## config.mk

```make
export PLATFORM = sky130hd
export DESIGN_NAME = inv_mix_columns_iter
export DESIGN_NICKNAME = d
export VERILOG_FILES = /design/src/rtl/aes_pkg.sv /design/src/rtl/inv_mix_column.sv /design/src/rtl/inv_mix_columns_iter.sv
export SDC_FILE = /design/constraint.sdc
export NUM_CORES = 1
export LEC_CHECK = 0
export BUFFER_PORTS_ARGS = -buffer_cell sky130_fd_sc_hd__buf_2
export CAP_MARGIN = 20
export CORE_UTILIZATION = 45
export DETAILED_ROUTE_END_ITERATION = 16
export PLACE_DENSITY_LB_ADDON = 0.25
export SLEW_MARGIN = 10
export SYNTH_ARGS = -nofsm -noshare
export SYNTH_HDL_FRONTEND = slang
export SYNTH_SLANG_ARGS = --single-unit
export TNS_END_PERCENT = 30
```

## constraint.sdc

```tcl
create_clock -name Clk -period 7.4 [get_ports Clk]
set_clock_uncertainty 0.1 [all_clocks]
set_input_delay 0.74 -clock Clk [delete_from_list [all_inputs] [get_ports Clk]]
set_output_delay 0.74 -clock Clk [all_outputs]
set_load 0.1 [all_outputs]
```

## src/rtl/aes_pkg.sv

```systemverilog
// Shared AES GF(2^8) helpers and the iterative InvMixColumns FSM encoding.
package aes_pkg;

  localparam logic [7:0] GF_POLY_RED = 8'h1B;

  localparam logic [7:0] GF_COEF_09 = 8'h09;
  localparam logic [7:0] GF_COEF_0B = 8'h0B;
  localparam logic [7:0] GF_COEF_0D = 8'h0D;
  localparam logic [7:0] GF_COEF_0E = 8'h0E;

  typedef enum logic [1:0] {
    ST_IDLE = 2'd0,
    ST_BUSY = 2'd1,
    ST_DONE = 2'd2
  } imc_state_e;

  function automatic logic [7:0] gf_xtime(input logic [7:0] b);
    return {b[6:0], 1'b0} ^ (b[7] ? GF_POLY_RED : 8'h00);
  endfunction

  // Only the four InvMixColumns coefficients are supported; built from x2/x4/x8.
  function automatic logic [7:0] gf_mul_inv_coef(input logic [7:0] b, input logic [7:0] coef);
    logic [7:0] x2;
    logic [7:0] x4;
    logic [7:0] x8;
    logic [7:0] r;
    x2 = gf_xtime(b);
    x4 = gf_xtime(x2);
    x8 = gf_xtime(x4);
    case (coef)
      GF_COEF_09: r = x8 ^ b;
      GF_COEF_0B: r = x8 ^ x2 ^ b;
      GF_COEF_0D: r = x8 ^ x4 ^ b;
      GF_COEF_0E: r = x8 ^ x4 ^ x2;
      default:    r = 8'h00;
    endcase
    return r;
  endfunction

  // Row r of the matrix is [0e 0b 0d 09] rotated right by r.
  function automatic logic [7:0] inv_coef(input int r, input int j);
    logic [1:0] sel;
    logic [7:0] c;
    sel = 2'(j - r);
    case (sel)
      2'd0:    c = GF_COEF_0E;
      2'd1:    c = GF_COEF_0B;
      2'd2:    c = GF_COEF_0D;
      default: c = GF_COEF_09;
    endcase
    return c;
  endfunction

endpackage

```

## src/rtl/inv_mix_column.sv

```systemverilog
// Combinational InvMixColumn of one 32-bit column, row 0 in the MSB byte.
module inv_mix_column
  import aes_pkg::*;
(
  input  logic [31:0] col_i,
  output logic [31:0] col_o
);

  always_comb begin
    col_o = '0;
    for (int r = 0; r < 4; r++) begin
      for (int j = 0; j < 4; j++) begin
        col_o[31-8*r -: 8] = col_o[31-8*r -: 8] ^ gf_mul_inv_coef(col_i[31-8*j -: 8], inv_coef(r, j));
      end
    end
  end

endmodule

```

## src/rtl/inv_mix_columns_iter.sv

```systemverilog
// Iterative AES InvMixColumns: loads a state, rewrites COLS_PER_CYCLE columns
// per cycle in place, then holds the result until the consumer takes it.
module inv_mix_columns_iter
  import aes_pkg::*;
#(
  parameter int COLS_PER_CYCLE = 1
) (
  input  logic         Clk,
  input  logic         Rst_n,
  input  logic         In_Valid,
  output logic         In_Ready,
  input  logic [127:0] In_State,
  output logic         Out_Valid,
  input  logic         Out_Ready,
  output logic [127:0] Out_State,
  output logic         Busy
);

  if (!(COLS_PER_CYCLE == 1 || COLS_PER_CYCLE == 2 || COLS_PER_CYCLE == 4)) begin : gBadCols
    $error("inv_mix_columns_iter: COLS_PER_CYCLE must be 1, 2 or 4");
  end

  localparam logic [2:0] STEP = 3'(COLS_PER_CYCLE);

  imc_state_e   state_q, state_d;
  logic [1:0]   colCnt_q, colCnt_d;
  logic [127:0] stateReg_q, stateReg_d;
  logic         lastGroup;

  logic [1:0]  colIdx [COLS_PER_CYCLE];
  logic [31:0] colIn  [COLS_PER_CYCLE];
  logic [31:0] colOut [COLS_PER_CYCLE];

  // Column c lives at bit offset (3-c)*32, which is {~c, 5'b0} for a 2-bit c.
  for (genvar g = 0; g < COLS_PER_CYCLE; g++) begin : gCol
    assign colIdx[g] = colCnt_q + 2'(g);
    assign colIn[g]  = stateReg_q[{~colIdx[g], 5'b0} +: 32];
    inv_mix_column uCol (
      .col_i(colIn[g]),
      .col_o(colOut[g])
    );
  end

  assign lastGroup = ({1'b0, colCnt_q} + STEP) == 3'd4;

  always_comb begin
    state_d    = state_q;
    colCnt_d   = colCnt_q;
    stateReg_d = stateReg_q;
    case (state_q)
      ST_IDLE: begin
        if (In_Valid) begin
          stateReg_d = In_State;
          colCnt_d   = 2'd0;
          state_d    = ST_BUSY;
        end
      end
      ST_BUSY: begin
        for (int g = 0; g < COLS_PER_CYCLE; g++) begin
          stateReg_d[{~colIdx[g], 5'b0} +: 32] = colOut[g];
        end
        colCnt_d = colCnt_q + STEP[1:0];
        if (lastGroup) state_d = ST_DONE;
      end
      ST_DONE: begin
        if (Out_Ready) state_d = ST_IDLE;
      end
      default: state_d = ST_IDLE;
    endcase
  end

  always_ff @(posedge Clk or negedge Rst_n) begin
    if (!Rst_n) begin
      state_q    <= ST_IDLE;
      colCnt_q   <= 2'd0;
      stateReg_q <= '0;
    end else begin
      state_q    <= state_d;
      colCnt_q   <= colCnt_d;
      stateReg_q <= stateReg_d;
    end
  end

  assign In_Ready  = (state_q == ST_IDLE);
  assign Out_Valid = (state_q == ST_DONE);
  assign Busy      = (state_q != ST_IDLE);
  assign Out_State = stateReg_q;

endmodule

```

==> results of run 1 <==
==> per-layer routing <==
metal  up-vias  part of all wire, %
met3        92                  9.9
met2       569                   49
li1       3528                    -
met5         -                0.024
met4         2                  3.8
met1      4086                   37
==> stage by stage <==
stage          util [%]  worst slack (ns)  hold WS [ns]  cell area (sq um)
2_1_floorplan         -             4.082        0.3444               8990
3_3_place_gp      53.34             3.360        0.4034              10420
3_5_place_dp      53.34             3.312        0.3991              10420
4_1_cts           56.31             3.289        0.1618              10990
5_1_grt           56.46             3.007        0.1847              11020
6_report          56.47             3.288        0.1347              11030
==> cells in the final DEF, fill, tap and decap left out, drive strengths merged <==
cell type	instances
xor3	1
o21a	5
and3	11
inv	16
a22o	1
mux4	32
dfrtp	132
nand2	16
nor3	1
o21bai	1
xnor3	26
a21oi	43
a2bb2oi	11
nor2b	1
clkbuf	17
nor2	186
o21ai	23
diode	2
a221oi	79
nand2b	4
and2	1
xnor2	128
a221o	1
xor2	43
a21o	4
nand3	4
or3	1
buf	275
ha	4
clkinv	3
o22ai	24
or2	1
o211ai	1
==> worst paths after layout <==
kind / from / depth (start not counted) / end
worst max-delay path: colCnt_q[0] / 8 / Out_State[116]
worst min-delay path: Rst_n / 1 / Out_State[104]
worst max register to register: colCnt_q[0] / 8 / Out_State[116]
worst min register to register: Out_State[103] / 2 / Out_State[103]
max in group asynchronous: Rst_n / 3 / Out_State[21]
min in group Clk: Out_Ready / 2 / state_q[1]
==> critical path, cell delays in order (launching register included) <==
cell,delay [ns]
dfrtp_2,0.95
buf_4,0.41
mux4_2,0.65
xnor2_1,0.27
xnor3_2,0.41
xnor3_2,0.43
xnor2_1,0.51
a221oi_1,0.15
nor2_1,0.14
==> synthesized netlist by cell type (11+ instances only) <==
master,number,area [sq um]
nor2_1,186,698.2
dfrtp_1,132,3303
xnor2_1,114,998.5
a221oi_1,79,691.9
clkbuf_1,56,210.2
a21oi_1,43,215.2
xor2_1,39,341.6
mux4_2,32,720.7
o22ai_1,24,150.1
xnor3_1,24,540.5
o21ai_0,19,95.09
nand2_1,16,60.06
buf_2,12,60.06
xnor2_2,12,195.2
a2bb2oi_1,11,96.34
and3_1,11,68.82
==> cells by family (layout without fill, tap and decap cells) <==
family	count (synthesis)	count (layout)
AND/OR/NAND/NOR	226	226
XOR/XNOR	198	198
AO/OA/AOI/OAI	193	193
flip-flops	132	132
buffers and inverters	80	311
multiplexers	32	32
adder cells (fa/ha/maj)	4	4
other	0	2
==> flip-flops by register name, summed over array words and instances (netlist names) <==
signal	cells
state_q	2
colCnt_q	2
Out_State	128
==> cell type report <==
| class | count | area, sq um | share of cell area [%] |
|---|---|---|---|
| antenna | 2 | 5.005 | 0.04539 |
| clock buffer | 17 | 425.4 | 3.858 |
| tap | 265 | 331.6 | 3.007 |
| timing repair buffer | 275 | 1435 | 13.01 |
| clock inverter | 15 | 153.9 | 1.396 |
| inverter | 4 | 15.01 | 0.1362 |
| multi-input combinational | 653 | 5356 | 48.58 |
| sequential | 132 | 3304 | 29.97 |
==> impl_results.md, run 1 <==
- Status: completed
- Crit path launch type: register
- Die span in x: 143.3 um
- Yosys warning count: 0
- Antenna Violating Nets Remaining: 0
- WP data required: 7.66 ns
- Flop-to-flop setup slack: 3.29 ns
- Slew HR: 26.82%
- Initial drt markers: 762
- Min-Delay Path Class: input pin to async pin
- DR WL/cell: 24.30 um
- Final Hold Fails: 0
- Post-CTS Hold Buffers: 0
- Fillcell total: 1774
- Port Buffers: 262
- Mapped Area: 8990 sq um
- Clock period minus worst slack: 4.112 ns
- Kind of critical path: register to register
- Htree depth: 4
- Vias: 8277
- Tcrit/Tclk final: 55.56%
- Final setup violating endpoints: 0
- Global Route met2 Usage: 52.71%
- Placer Congestion: 1.062
- DRC Markers: 0
- Finished Layout Cells: 1363
- Initial antenna violation count: 2
- Setup_tns: 0 ns
- Critical path fanouts, max: 24
- GRT overflow: 0
- Starting Density: 46.04%
- Slew @ Worst Pin: 1.095 ns
- Nature of the critical path endpoint: register
- Post-DP HPWL: 23.66 mm
- Area Overhead vs Synth: 22.66%
- Synth Register Bits: 132
- CTS tree: yes
- Post-synth EDFFs: 0
- IO Count: 263
- Critical path arrival: 4.37 ns
- Seq/Total Area, Yosys: 36.74%
- Die area: 20550 sq um
- Largest family of logic cells by synthesized area: XOR/XNOR gates
- # Post-CTS Setup Buffers: 0
- Area fraction in compound gates after synthesis: 15.24%
- Post-cts resize count: 0
- Main flop type after synthesis: dfrtp_1
- Root buf cell: clkbuf_16
- GRT Resource Usage Total: 33.20%
- Asr flop ratio synth: 100.0%
- M1 GR Usage: 42.78%
- Simple-Gate Fraction of Synth Area: 10.03%
- GRT Max-Usage Layer: met2
- Max-cap viol count: 0
- CTS Buf Count: 17
- Clock Pin Slew Worst Setup and Hold Paths: 0.07 ns
- Mean Syn Cell Area: 10.39 sq um
- Max Buffers Root-to-Sink: 2
- Global routing usage on met3: 8.131%
- Floorplan row count: 51
- Multiplexer share of the synthesized area: 8.017%
- Vias per cell: 6.073
- DRT Pass-1 Iters: 6
- Vias in the first global route: 8240
- First-pass GRT wire length: 49.39 mm
- Worst skew pair latency: 0.44 ns
- Final Max Slew Viols: 0
- Die Y: 143.3 um
- Sink Count: 132
- Final wirelength: 33.12 mm
- RSZ-0062 raised after global routing: false
- Dpl cells: 1328
- Post-synthesis xor/xnor area fraction: 25.34%
- Layout cell share with drive strength beyond 1: 33.49%
- Nets: 1219
- Core ar.: 19530 sq um
- Mapped Cells: 865
- Post-Syn Nets: 1001
- Synth Area in Adders: 0.5567%
- Pin count of the biggest net entering global routing: 78
- FMAX: 243.2 MHz
- Synth cell types: 40
Power of run 1 is not shown: default switching activity piles up to over one toggle a cycle in this logic, so the estimate is an artifact.
==> inputs of run 2 (changes only) <==
Clock period 7.4 ns to 3.9 ns, I/O delays scaled along.
==> run 2 against run 1 <==
  * Sequential cell count unchanged
  * Count of clock-buffer cells in the layout up 3
  * Highest routed layer is now met4
  * Via count down 1.0%
  * Core utilization up 0.88 points
  * Cell count up 1.5%
  * Cell area up 1.6%
  * Fmax up 14%
  * Worst setup slack worse by 3.0 ns
  * Register-to-register slack worse by 3.0 ns
  * Routed wire length down 0.84%
  * First-iteration DRC count up 1.8%
==> impl_results.md, run 2 (synthesis gave the netlist of run 1 again) <==
- Status: completed
- DRT Pass-1 Iters: 5 (-1)
- CTS Buf Count: 17 (unchanged)
- Hold Slack: 0.03378 ns (-0.1009 ns)
- DRC Markers: 0 (unchanged)
- Worst skew pair latency: 0.44 ns (about the same)
- Pre-CTS setup slack: 0.3174 ns (-2.995 ns)
- CP bufs+invs: 1 (unchanged)
- Floorplan row count: 51 (unchanged)
- IO Count: 263 (unchanged)
- Layout cell share with drive strength beyond 1: 34.44% (+0.95 points)
- Flop-to-flop setup slack: 0.29 ns (-3.00 ns)
- Critical path fanouts, max: 23 (-4.2%)
- Root buf cell: clkbuf_16
- Most frequent cells in the layout: 261 x buf_2, 186 x nor2_1, 131 x dfrtp_1
- Die area: 20550 sq um (unchanged)
- Commonest non-fill, non-tap cell in the layout: buf_2
- Area Overhead vs Synth: 24.56%
- Post-DP HPWL: 23.72 mm (+0.27%)
- Setup_tns: 0 ns (unchanged)
- Worst Slack Setup Final: 0.2865 ns (-3.002 ns)
- Kind of critical path: register to register
- Vias per cell: 5.923 (-2.5%)
- Initial drt markers: 776 (+1.8%)
- Slew @ Worst Pin: 1.118 ns (+0.02311 ns)
- Initial antenna violation count: 0 (-2)
- Slew HR: 25.45% (-1.4 points)
- Nature of the critical path endpoint: register
- # Post-CTS Setup Buffers: 0 (unchanged)
- Final Hold Fails: 0 (unchanged)
- Final Max Slew Viols: 0 (unchanged)
- Antenna Violating Nets Remaining: 0 (unchanged)
- Clock Pin Slew Worst Setup and Hold Paths: 0.06 ns (about the same)
- RSZ-0062 raised after global routing: false
- Worst path max stage delay: 0.71 ns (-0.24 ns)
- First-pass GRT wire length: 49.20 mm (-0.38%)
- Min-Delay Path Class: input pin to register
- Tcrit/Tclk final: 92.65% (+37 points)
- Core ar.: 19530 sq um (unchanged)
- Final setup violating endpoints: 0 (unchanged)
- WP data required: 4.16 ns (-3.50 ns)
- Die Y: 143.3 um (unchanged)
- Vias: 8192 (-1.0%)
- Pin count of the biggest net entering global routing: 97 (+24%)
- Crit path launch type: register
- Max-cap viol count: 0 (unchanged)
- Sink Count: 132 (unchanged)
- Die span in x: 143.3 um (unchanged)
- Vias in the first global route: 8104 (-1.7%)
- Worst path slowest cell: mux4_2
- DR WL/cell: 23.75 um (-2.3%)
- FMAX: 276.7 MHz (+14%)
- Starting Density: 46.04% (unchanged)
- Nets: 1241 (+1.8%)
- Final wirelength: 32.84 mm (-0.84%)
- Clock period minus worst slack: 3.613 ns (-0.4983 ns)
- GRT Resource Usage Total: 33.15% (-0.059 points)
- Htree depth: 4 (unchanged)
- Cells along the critical path: buf_12 > mux4_2 > xor2_4 > xnor2_2 > xnor3_1 > xnor2_1 > a221oi_1 > nor2_1
- Placer Congestion: 0.9525 (-10%)
- Largest register FFs: 128 (unchanged)
- Max Buffers Root-to-Sink: 2 (unchanged)
- CTS tree: yes
- CP top delay family: XOR/XNOR gates
- GRT overflow: 0 (unchanged)
- # diodes: 0 (-2)
- Critical path arrival: 3.87 ns (-0.50 ns)
- Port Buffers: 262 (unchanged)
==> run 2: final timing paths <==
kind,startpoint,end,depth (start not counted)
min in group asynchronous,Rst_n,Out_State[106],2
max in group asynchronous,Rst_n,Out_State[95],3
setup / recovery,colCnt_q[0],Out_State[86],8
setup reg to reg,colCnt_q[0],Out_State[86],8
hold / removal,Out_Ready,state_q[1],2
hold reg to reg,Out_State[31],Out_State[31],2
==> run 2: worst register-to-register path, stage by stage (launching register included) <==
cell	delay, ns
dfrtp_2	0.50
buf_12	0.24
mux4_2	0.72
xor2_4	0.42
xnor2_2	0.21
xnor3_1	0.46
xnor2_1	0.58
a221oi_1	0.17
nor2_1	0.15
==> run 2: cell type report <==
cell class                      instances  area, sq um
Clock buffer                           20        436.7
Clock inverter                         12        133.9
Fill cell                            1736         8328
Inverter                                4        15.01
Multi-Input combinational cell        653         5356
Sequential cell                       132         3304
Tap cell                              265        331.6
Timing Repair Buffer                  297         1620
==> run 2: layer usage <==
layer	share of wire, %	vias up	global-route usage [%]	routed length [um]
met5	0	-	0	0
met4	3.1	0	13.16	1030
met3	10	93	6.298	3296
met2	48	548	52.22	15780
met1	39	3986	45.24	12740
li1	-	3565	-	-
==> run 2: timing repair <==
item	CTS	global route
gates resized for setup	0	0
hold buffers	1	0
hold endpoints to repair	1	0
==> run 2: metrics by stage <==
step,area (sq um),util [%],std cells
5_1_grt,11200,57.35,1383
6_report,11200,57.35,1383
2_1_floorplan,8990,-,865
3_3_place_gp,10620,54.38,1350
4_1_cts,11200,57.35,1383
3_5_place_dp,10620,54.38,1350
Power of run 2 is left out for the same reason.
